$ cat config.mk
export PLATFORM = sky130hd
export DESIGN_NAME = icc_branch_unit
export DESIGN_NICKNAME = d
export VERILOG_FILES = /design/src/rtl/icc_branch_unit.sv
export SDC_FILE = /design/constraint.sdc
export NUM_CORES = 1
export LEC_CHECK = 0
export CAP_MARGIN = 0
export CORE_MARGIN = 10
export CORE_UTILIZATION = 44
export CTS_CLUSTER_DIAMETER = 60
export DETAILED_ROUTE_END_ITERATION = 16
export DONT_BUFFER_PORTS = 1
export PLACE_DENSITY = 0.64
export SETUP_SLACK_MARGIN = 0.3
export SYNTH_ARGS = -nofsm -noshare
export SYNTH_HDL_FRONTEND = slang
export SYNTH_SLANG_ARGS = --single-unit
$ cat constraint.sdc
create_clock -name clk -period 1.6 [get_ports clk]
set_clock_uncertainty 0.05 [all_clocks]
set_input_delay 0.16 -clock clk [delete_from_list [all_inputs] [get_ports clk]]
set_output_delay 0.16 -clock clk [all_outputs]
set_load 0.1 [all_outputs]
$ cat src/rtl/icc_branch_unit.sv
// Integer condition-code register and SPARC V8 Bicc resolver with delay-slot/annul tracking.
// Optional build macro ICC_BYPASS_EN: branch evaluation forwards same-cycle ALU flags.
module icc_branch_unit #(
  parameter int ADDR_W = 32,
  parameter int DISP_W = 22
) (
  input  logic              clk,
  input  logic              rst_n,
  input  logic              cc_we,
  input  logic              n_in,
  input  logic              z_in,
  input  logic              v_in,
  input  logic              c_in,
  input  logic              br_valid,
  output logic              br_ready,
  input  logic [3:0]        br_cond,
  input  logic              br_annul,
  input  logic [ADDR_W-1:0] br_pc,
  input  logic [DISP_W-1:0] br_disp,
  input  logic              slot_fire,
  output logic              res_valid,
  output logic              taken,
  output logic [ADDR_W-1:0] target,
  output logic              slot_kill,
  output logic [3:0]        icc,
  output logic              carry_out
);

  typedef enum logic {IDLE, SLOT} state_e;

  state_e            state_q, state_d;
  logic [3:0]        icc_q, icc_d;
  logic              res_valid_q, res_valid_d;
  logic              taken_q, taken_d;
  logic [ADDR_W-1:0] target_q, target_d;
  logic              slot_kill_q, slot_kill_d;

  logic [3:0]        flags_in;
  logic [3:0]        eval_cc;
  logic              cond_true;
  logic              accept;
  logic [ADDR_W-1:0] disp_ext;
  logic [ADDR_W-1:0] br_tgt;

  // Upper half of the cond space is the bitwise negation of the lower half.
  function automatic logic cond_eval(input logic [3:0] cond, input logic [3:0] nzvc);
    logic n, z, v, c, base;
    {n, z, v, c} = nzvc;
    case (cond[2:0])
      3'd0:    base = 1'b0;
      3'd1:    base = z;
      3'd2:    base = z | (n ^ v);
      3'd3:    base = n ^ v;
      3'd4:    base = c | z;
      3'd5:    base = c;
      3'd6:    base = n;
      default: base = v;
    endcase
    return base ^ cond[3];
  endfunction

  assign flags_in = {n_in, z_in, v_in, c_in};

`ifdef ICC_BYPASS_EN
  assign eval_cc  = cc_we ? flags_in : icc_q;
  assign br_ready = (state_q == IDLE);
`else
  // Without forwarding, hold the branch off until the flag write has landed.
  assign eval_cc  = icc_q;
  assign br_ready = (state_q == IDLE) & ~cc_we;
`endif

  assign cond_true = cond_eval(br_cond, eval_cc);
  assign accept    = br_valid & br_ready;
  assign disp_ext  = {{(ADDR_W-DISP_W){br_disp[DISP_W-1]}}, br_disp};
  assign br_tgt    = br_pc + (disp_ext << 2);

  always_comb begin
    state_d     = state_q;
    icc_d       = cc_we ? flags_in : icc_q;
    res_valid_d = 1'b0;
    taken_d     = taken_q;
    target_d    = target_q;
    slot_kill_d = slot_kill_q;
    case (state_q)
      IDLE: begin
        if (accept) begin
          taken_d     = cond_true;
          target_d    = br_tgt;
          // BA,a annuls its slot even though it is taken.
          slot_kill_d = br_annul & (~cond_true | (br_cond == 4'h8));
          res_valid_d = 1'b1;
          state_d     = SLOT;
        end
      end
      SLOT: begin
        if (slot_fire) begin
          state_d     = IDLE;
          slot_kill_d = 1'b0;
        end
      end
      default: state_d = IDLE;
    endcase
  end

  always_ff @(posedge clk or negedge rst_n) begin
    if (!rst_n) begin
      state_q     <= IDLE;
      icc_q       <= '0;
      res_valid_q <= 1'b0;
      taken_q     <= 1'b0;
      target_q    <= '0;
      slot_kill_q <= 1'b0;
    end else begin
      state_q     <= state_d;
      icc_q       <= icc_d;
      res_valid_q <= res_valid_d;
      taken_q     <= taken_d;
      target_q    <= target_d;
      slot_kill_q <= slot_kill_d;
    end
  end

  assign res_valid = res_valid_q;
  assign taken     = taken_q;
  assign target    = target_q;
  assign slot_kill = slot_kill_q;
  assign icc       = icc_q;
  assign carry_out = icc_q[0];

endmodule

Yosys cells after proc, flatten, opt, wreduce, memory -nomap -nowiden

Index checks and enable logic that the tools add are counted.

Bits of input ports: 68
Register bits after elaboration: 40
Output and inout port bits: 41
Logic and storage cells: 38

Add/sub/neg operators: 1
Reductions and logical operators: 3
Bitwise logic cells: 11
Muxes and demuxes: 8
Equality and inequality tests: 9

Operator list:

| cell                                                                   | count |
|---|---|
| 32-bit adder                                                           | 1 |
| 3-bit equality test (second input constant)                            | 3 |
| 1-bit one-hot mux with 7 select lines                                  | 1 |
| 3-bit by 2-bit equality test with 1-bit output (second input constant) | 2 |
| 1-bit 2-to-1 mux                                                       | 5 |
| 4-bit equality test (second input constant)                            | 1 |
| 2-bit inequality test (second input constant)                          | 2 |
| 1-bit one-hot mux with 2 select lines                                  | 2 |
| 2-bit AND reduction                                                    | 2 |
| 1-bit AND                                                              | 3 |
| 3-bit by 1-bit equality test with 1-bit output (second input constant) | 1 |
| 3-bit zero test                                                        | 1 |
| 1-bit inverter                                                         | 3 |
| 1-bit OR                                                               | 3 |
| 1-bit XOR                                                              | 2 |

Longest topological paths before layout

Gate-level depths: netlist (run 1).

Depth after elaboration: 9
Gate-level depth with buffers: 9
Gate-level depth less buffers: 9

Worst setup path before layout (run 1)

Ideal clock, no wire load.

Path kind: reg2reg
From: register state_q
To: register target_q[27] (netlist: target[27])
Cell stages (with the launch flop): 10
Required time: 1479 ps
Buffers on the path: 2
Setup slack: -1306 ps
Period minus slack after synthesis: 2906 ps
Library setup time: 71 ps
Data arrival time: 2785 ps
Cells stage by stage: dfrtp_1 nor2_1 nand2_1 buf_4 inv_1 clkbuf_1 nand4_1 o31ai_1 a21oi_1 nand3_1

Word-level cells in the longest chain between the ends: 4

Ends and longest elaborated chain:

| item                                 | RTL line | source |
|---|---|---|
| start, declared                      | 31       | `state_e state_q, state_d;` |
| start signal, assigned               | 115      | `state_q <= state_d;` |
| 1-bit inverter (no source line)      | --       |  |
| 1-bit AND                            | 70       | `assign br_ready = (state_q == IDLE) & ~cc_we;` |
| named net br_ready                   | 15       | `output logic br_ready,` |
| 1-bit AND                            | 74       | `assign accept = br_valid & br_ready;` |
| 2-bit AND reduction (no source line) | --       |  |
| end signal, assigned                 | 119      | `target_q <= target_d;` |
| end, declared                        | 35       | `logic [ADDR_W-1:0] target_q, target_d;` |

The timed path passes the listed nets, and every way through them passes these cells.
A chain may end at the register's enable or synchronous reset.

Worst setup path in the final report (run 1)

From: input port br_disp[0]
To: register target_q[24] (netlist: target[24])

Word-level cells in the longest chain between the ends: 1

Ends and longest elaborated chain:

| item            | RTL line | source |
|---|---|---|
| start, declared | 19       | `input logic [DISP_W-1:0] br_disp,` |
| 32-bit adder    | 76       | `assign br_tgt = br_pc + (disp_ext << 2);` |

No other way between the ends.

==> metrics.md, run 1 <==
| Metric | Value |
|---|---|
| Register area share after synthesis | 0.3296 |
| Initial DRC Count | 94 |
| Worst Hold Class | primary input to register |
| EDFF count, synth | 0 |
| Remaining routing DRC violations | 0 |
| Slowest Stage Delay on Critical Path | 0.33 ns |
| Critical path endpoint category | register |
| Final Power | slightly above 6 mW |
| Number of global-route vias before repair | 3262 |
| Worst Hold Path EP | target[20] |
| Clock Power Share | 0.141 |
| Clk sink count | 40 |
| Comb pwr share | 0.628 |
| CP top delay family | compound AO/OA/AOI/OAI gates |
| Clk slew on worst S/H paths | 0.09 ns |
| Post-Route WL | 10.51 mm |
| Top cells by area, synth | dfrtp_1 33%, ha_1 12%, nand2_1 7.2% |
| Capturing point of the worst reg2reg path | target[16] |
| Leakage Power | ~2.4 nW |
| Die Area | 10620 um2 |
| WL/cell | 17.87 um |
| Fin worst setup slack | -0.2415 ns |
| Syn Nets | between 400 and 500 |
| Core area | 6756 um2 |
| PwrDens | 1216 nW/um2 |
| Layout cells sized above 1 | 0.4685 |
| Cell count of the worst reg-to-reg path | 6 |
| Flop and latch count out of synthesis | 40 |
| Num CTS Buffers | 5 |
| Internal power | approximately 2.9 mW |
| RR Startpoint | state_q |
| Clock buffer depth | 2 |
| CP startpoint kind | primary input |
| Mean Syn Cell Area | between 8 and 9 um2 |
| Gate Count Post-Synth | 355 |
| Failing checks | negative setup slack |
| Setup TNS | -2.477 ns |
| Asr flop ratio synth | 1.000 |
| Reg2reg setup slack | around 0.12 ns |
| Post-synth top area cell | dfrtp_1 |
| Site Rows | 30 |
| Post-synthesis cell type count | 51 |
| Top FF cell, synth | dfrtp_1 |
| Period utilisation layout | 1.151 |
| Via-per-instance ratio | 5.595 |
| Hold Path Depth | 2 |
| Worst slew margin | 0.6584 |
| Via count | about 3300 |
| Crit path time final | around 1.8 ns |
| Clk root buf | clkbuf_8 |
| Critical Path Fanout Max | 6 |
| Arrival time at the worst endpoint | 1.98 ns |
| Worst Hold Slack | 0.008163 ns |
| # H-tree levels | 2 |
| Final core occ | 0.7494 |
| First-pass DRT Iterations | 4 |
| Worst Tran Pin Value | around 0.51 ns |
| CTS tree | done |
| Netlist Area Pre-Place | about 3000 um2 |
| Die X | around 100 um |
| P_sw | approximately 3.3 mW |
| Hold Startpoint | br_valid |
| First-pass GRT wire length | around 15 mm |
| Diode count | 0 |
| IO Count | 109 |
| Slowest CP cell | fa_2 |
| HPWL Detailed | 7.460 mm |
| RSZ-0062 raised after global routing | true |
| CP required | 1.74 ns |
| Critical-path cell list | ha_4 -> fa_2 -> a21o_1 -> a221oi_4 -> o22a_4 -> a31oi_4 -> a221oi_2 -> xor2_1 -> o21ai_1 |
| Commonest non-fill, non-tap cells in the layout | 129 x buf_4, 46 x nand2_1, 36 x dfrtp_1 |
| Largest net degree at the start of global routing | 41 |
| Commonest non-fill, non-tap cell in the layout | buf_4 |
| Final setup fails | 17 |
| Status | finished, violations left |
| Sequential power share | 0.231 |
| Total GRT Usage | 0.1792 |
| Peak supply drop | 560.7 uV |
| Top-area cell type share of the netlist area | 0.3296 |
| Area grow syn2layout | 66.75% |
| Yosys warning total | 0 |
| Clk_lat worst skew | 0.29 ns |
| Worst Setup Path Type | primary input to register |
| Pins Over Slew Limit | 0 |
| Max Fclk | 0.5430 GHz |
| GRT Residual Overflow | 0 |
| Final hold violation count | 0 |
| Port bufs | 0 |
| Initial antenna violation count | 0 |
| # nets final | 605 |
| Max Cap Violations | 0 |
| Fillers | 474 |
| Initial Util | 0.4494 |
| Critical path buffer and inverter count | 0 |
| Die Ht | 103.1 um |
| RePlAce Congestion | ~0.85 |
| Sw Ratio | 0.5350 |
| ANT nets after route | 0 |
## routing by layer
metal	share of wire	up-vias	track usage
met4	0.016	0	0.05134
met5	0	-	0
met3	0.079	15	0.04960
met2	0.49	107	0.2994
met1	0.41	1572	0.2197
li1	-	1596	-
## synth_stat cells (3+ instances only)
| cell type | count |
|---|---|
| nand2_1 | 58 |
| dfrtp_1 | 40 |
| o21ai_0 | 40 |
| a21oi_1 | 35 |
| ha_1 | 29 |
| nor2_1 | 16 |
| xor2_1 | 15 |
| inv_1 | 12 |
| xnor2_1 | 12 |
| a21o_1 | 8 |
| clkbuf_1 | 8 |
| and3_1 | 6 |
| nand3_1 | 6 |
| nand4_1 | 5 |
| nor3_1 | 5 |
| mux2_2 | 4 |
| o211ai_1 | 4 |
| o31ai_1 | 4 |
| a31oi_1 | 3 |
| nand2b_1 | 3 |
| nor2b_1 | 3 |
| o21bai_1 | 3 |
| or3_1 | 3 |
## per-stage QoR
step / area (um2) / setup slack [ns] / instances
3_3_place_gp: 4114 / -0.6673 / 546
6_report: 5064 / -0.2415 / 588
5_1_grt: 5064 / -0.3330 / 588
4_1_cts: 4602 / -0.2338 / 571
2_1_floorplan: 3166 / -0.5893 / 355
3_5_place_dp: 4114 / -0.6900 / 546
## worst max path at each step
stage / startpoint / end / slack, ns / cells after the start
after CTS: br_disp[0] / target[24] / -0.23 / 9
after global placement: br_pc[2] / target[24] / -0.67 / 9
final: br_disp[0] / target[24] / -0.24 / 9
after detailed placement: br_pc[2] / target[24] / -0.69 / 9
after floorplan: br_pc[2] / target[24] / -0.59 / 9
after global routing: br_disp[0] / target[24] / -0.33 / 9
## registers in the layout, summed over array words and instances (netlist names)
| register | count |
|---|---|
| target | 32 |
| state_q | 1 |
| taken | 1 |
| slot_kill | 1 |
| icc | 4 |
| res_valid | 1 |
## worst reg2reg max path, stage by stage, from the launching register on
cell	delay (ns)
dfrtp_1	0.42
nor2_4	0.09
nand2_8	0.09
buf_12	0.15
clkinv_8	0.08
o2111a_1	0.13
or3_1	0.37
## kinds of logic after synthesis
kind of cell | count (synthesis) | synth area share
compound gates | 115 | 0.2415
simple gates | 114 | 0.1722
flops | 40 | 0.3296
fa+ha+maj | 30 | 0.1261
xor+xnor | 27 | 0.07787
buf+inv | 23 | 0.03131
mux | 6 | 0.02142
## power by group through the flow
stage,registers [mW],logic (mW),clock network [mW]
3_5_place_dp,1.42,3.45,0
3_3_place_gp,1.41,3.41,0
6_report,1.42,3.86,0.870
2_1_floorplan,3.15,0.824,0
5_1_grt,1.45,4.06,0.930
4_1_cts,1.40,3.63,0.898
## timing repair
action / in CTS / in global routing
endpoints found under the hold margin: 48 / 0
gates resized for setup: 52 / 64
hold buffers: 11 / 0
cloned: 0 / 4
buffers inserted: 6 / 13
endpoints found under the setup margin: 39 / 36
pin swaps: 40 / 39
## area by class of cell
type	instances	area (um2)	area share
Inverter	12	57.56	0.01137
Multi-Input combinational cell	293	2470	0.4878
Clock buffer	5	68.82	0.01359
Tap cell	80	100.1	0.01977
Clock inverter	3	46.29	0.009143
Sequential cell	40	1006	0.1987
Timing Repair Buffer	155	1315	0.2597
(Power assumes the default switching activity.)
==> run 2, diff against run 1 <==
--- a/config.mk
+++ b/config.mk
@@ -11,6 +11,7 @@
 export CTS_CLUSTER_DIAMETER = 60
 export DETAILED_ROUTE_END_ITERATION = 16
 export DONT_BUFFER_PORTS = 1
+export GPL_ROUTABILITY_DRIVEN = 0
 export PLACE_DENSITY = 0.64
 export SETUP_SLACK_MARGIN = 0.3
 export SYNTH_ARGS = -nofsm -noshare
==> run 2 against run 1 <==
- the run still ends with negative setup slack left
- combinational power decreased by 4%
- first-iteration DRC count rose by 4.3%
- utilization is 3.8 points lower
- sequential cell count did not move
- clock-buffer cell count stayed put
- clock power up 0.5%
- via count fell by 4.2%
- fmax is 2.4% lower
- non-clock buffer count is 4 lower
- wire length shrank 6.1%
- design area fell by 5.1%
- sequential share of layout area increased by 1.1 points
- critical path type unchanged
- critical endpoint unchanged
- largest cell class unchanged
==> metrics.md, run 2 (synthesis gave the netlist of run 1 again) <==
| Metric | Value |
|---|---|
| Commonest non-fill, non-tap cell in the layout | buf_4 (unchanged) |
| Reg2reg setup slack | 0.09 ns (was 0.12 ns) |
| Clock buffer depth | 2 (unchanged) |
| Commonest non-fill, non-tap cells in the layout | 131 x buf_4, 55 x nand2_1, 36 x dfrtp_1 (was 129 x buf_4, 46 x nand2_1, 36 x dfrtp_1) |
| Worst slew margin | 0.6581 (was 0.6584) |
| Failing checks | negative setup slack (unchanged) |
| WL met1 | 4.204 mm (was 4.349 mm) |
| DP Cell Count | 546 (unchanged) |
| Total GRT Usage | 0.1830 (was 0.1792) |
| Fillers | 520 (was 474) |
| Crit path time final | 1.887 ns (was 1.841 ns) |
| Max layer used | met4 (unchanged) |
| Final setup fails | 17 (unchanged) |
| Number of global-route vias before repair | 3248 (was 3262) |
| Site Rows | 30 (unchanged) |
| Worst Tran Pin Value | 0.5082 ns (was 0.5078 ns) |
| Arrival time at the worst endpoint | 2.02 ns (was 1.98 ns) |
| Final hold violation count | 0 (unchanged) |
| Layout cells sized above 1 | 0.4135 (was 0.4685) |
| Clk root buf | clkbuf_8 (unchanged) |
| CTS tree | done (unchanged) |
| Num CTS Buffers | 5 (unchanged) |
| Pins Over Slew Limit | 0 (unchanged) |
| Metal3 WL | 782 um (was 827 um) |
| GRT Residual Overflow | 0 (unchanged) |
| Clk slew on worst S/H paths | 0.08 ns (was 0.09 ns) |
| Worst Setup Path Type | primary input to register (unchanged) |
| Core area | 6756 um2 (unchanged) |
| Clk sink count | 40 (unchanged) |
| Initial antenna violation count | 0 (unchanged) |
| Register area | 1006 um2 (unchanged) |
| Worst Hold Class | primary input to register (unchanged) |
| Final Instance Area | 4807 um2 (was 5064 um2) |
| Die Area | 10620 um2 (unchanged) |
| Die X | 103.1 um (unchanged) |
| Max reg flops | 32 (unchanged) |
| WL/cell | 16.92 um (was 17.87 um) |
| Max Fclk | 0.5301 GHz (was 0.5430 GHz) |
| Remaining routing DRC violations | 0 (unchanged) |
| Largest net degree at the start of global routing | 41 (unchanged) |
| Slowest CP cell | fa_2 (unchanged) |
| Fin worst setup slack | -0.2866 ns (was -0.2415 ns) |
| Critical-path cell list | ha_4 -> fa_2 -> a21o_1 -> a221oi_4 -> o22a_4 -> a31oi_4 -> a221oi_2 -> xor2_1 -> o21ai_1 (unchanged) |
| Critical path endpoint category | register (unchanged) |
| Clk_lat worst skew | 0.30 ns (was 0.29 ns) |
| RSZ-0062 raised after global routing | true (unchanged) |
| CP required | 1.73 ns (was 1.74 ns) |
| Peak supply drop | 639.2 uV (was 560.7 uV) |
| Post-Route WL | 9.864 mm (was 10.51 mm) |
| Initial Util | 0.4494 (unchanged) |
| # H-tree levels | 2 (unchanged) |
| Area grow syn2layout | 58.30% (was 66.75%) |
| Initial DRC Count | 98 (was 94) |
| PwrDens | 1248 nW/um2 (was 1216 nW/um2) |
| Critical Path Fanout Max | 6 (unchanged) |
| Diode count | 0 (unchanged) |
| # nets final | 600 (was 605) |
| CP startpoint kind | primary input (unchanged) |
| Via count | 3152 (was 3290) |
| ANT nets after route | 0 (unchanged) |
| Max Cap Violations | 0 (unchanged) |
| Period utilisation layout | 1.179 (was 1.151) |
| Via-per-instance ratio | 5.407 (was 5.595) |
| Metal2 WL | 4.762 mm (was 5.161 mm) |
| First-pass DRT Iterations | 4 (unchanged) |
| Port bufs | 0 (unchanged) |
| First-pass GRT wire length | 15.54 mm (was 15.35 mm) |
| Non-Filler Instances | 583 (was 588) |
| HPWL Detailed | 7.486 mm (was 7.460 mm) |
| Slowest Stage Delay on Critical Path | 0.33 ns (about the same) |
| IO Count | 109 (unchanged) |
| Multi-input logic area | 2305 um2 (was 2470 um2) |
| Placed inst area | 4114 um2 (unchanged) |
| Leakage Power | 2.271 nW (was 2.355 nW) |
| Status | finished, violations left (unchanged) |
| Die Ht | 103.1 um (unchanged) |
run 2: cell count changes in the layout (fill, tap and decap cells not counted), moves of 2 or more:
cell / previous run / this run
nand2_1: 46 / 55
clkbuf_16: 2 / 0
buf_4: 129 / 131
buf_6: 9 / 6
nand2_4: 7 / 0
ha_1: 16 / 20
o21ai_0: 14 / 21
nand2_2: 6 / 3
a21oi_2: 12 / 7
o21ai_1: 19 / 17
o21ai_2: 7 / 2
a21oi_1: 21 / 25
ha_4: 13 / 8
run 2: routing by layer:
metal,vias up,GRT usage
met1,1440,0.2184
met4,0,0.04920
li1,1575,-
met2,125,0.3189
met3,12,0.04491
met5,-,0
run 2: report_power, final:
group | switching (mW) | internal [mW] | leakage [nW]
logic | 2.66 | 1.06 | 1.73
registers | 0.152 | 1.25 | 0.491
clock network | 0.403 | 0.471 | 0.0548
run 2: final timing paths:
check	endpoint	cells after the start	startpoint
hold reg to reg	target[3]	2	target[3]
max in group asynchronous	icc[2]	2	rst_n
min in group asynchronous	target[0]	2	rst_n
setup / recovery	target[24]	9	br_disp[0]
setup reg to reg	slot_kill	6	icc[3]
hold / removal	slot_kill	3	slot_fire
run 2: critical path: cells and delay by family:
kind	cells	cell delay [ns]
adders and majority gates	2	0.47
xor gates and xnor gates	1	0.18
AOI/OAI and AO/OA	6	1.21
run 2: timing repair:
action,in CTS,in global routing
hold buffers,11,0
pin swaps,44,19
gates cloned,0,0
setup endpoints to repair,39,37
resized for setup,53,21
hold endpoints to repair,48,0
setup buffers,10,8
run 2: final cells by class:
class                      count  share of cell area
multi-input combinational    292              0.4794
timing repair buffer         151              0.2561
sequential                    40              0.2093
tap                           80             0.02082
clock buffer                   5             0.01432
inverter                      12             0.01041
clock inverter                 3            0.009630
run 2: per-stage QoR:
stage | setup WS [ns] | power [mW] | TNS (ns) | util | hold WS, ns
after detailed placement | -0.6901 | 4.867 | -11.47 | 0.6089 | -0.1842
after CTS | -0.2437 | 5.953 | -2.038 | 0.6911 | 0.01484
after global placement | -0.6652 | 4.818 | -10.60 | 0.6089 | -0.1842
after floorplan | -0.5893 | 3.977 | -9.227 | - | -0.1856
after global routing | -0.3669 | 6.299 | -3.864 | 0.7115 | 0.02046
final | -0.2866 | 5.999 | -2.312 | 0.7115 | 0.02000
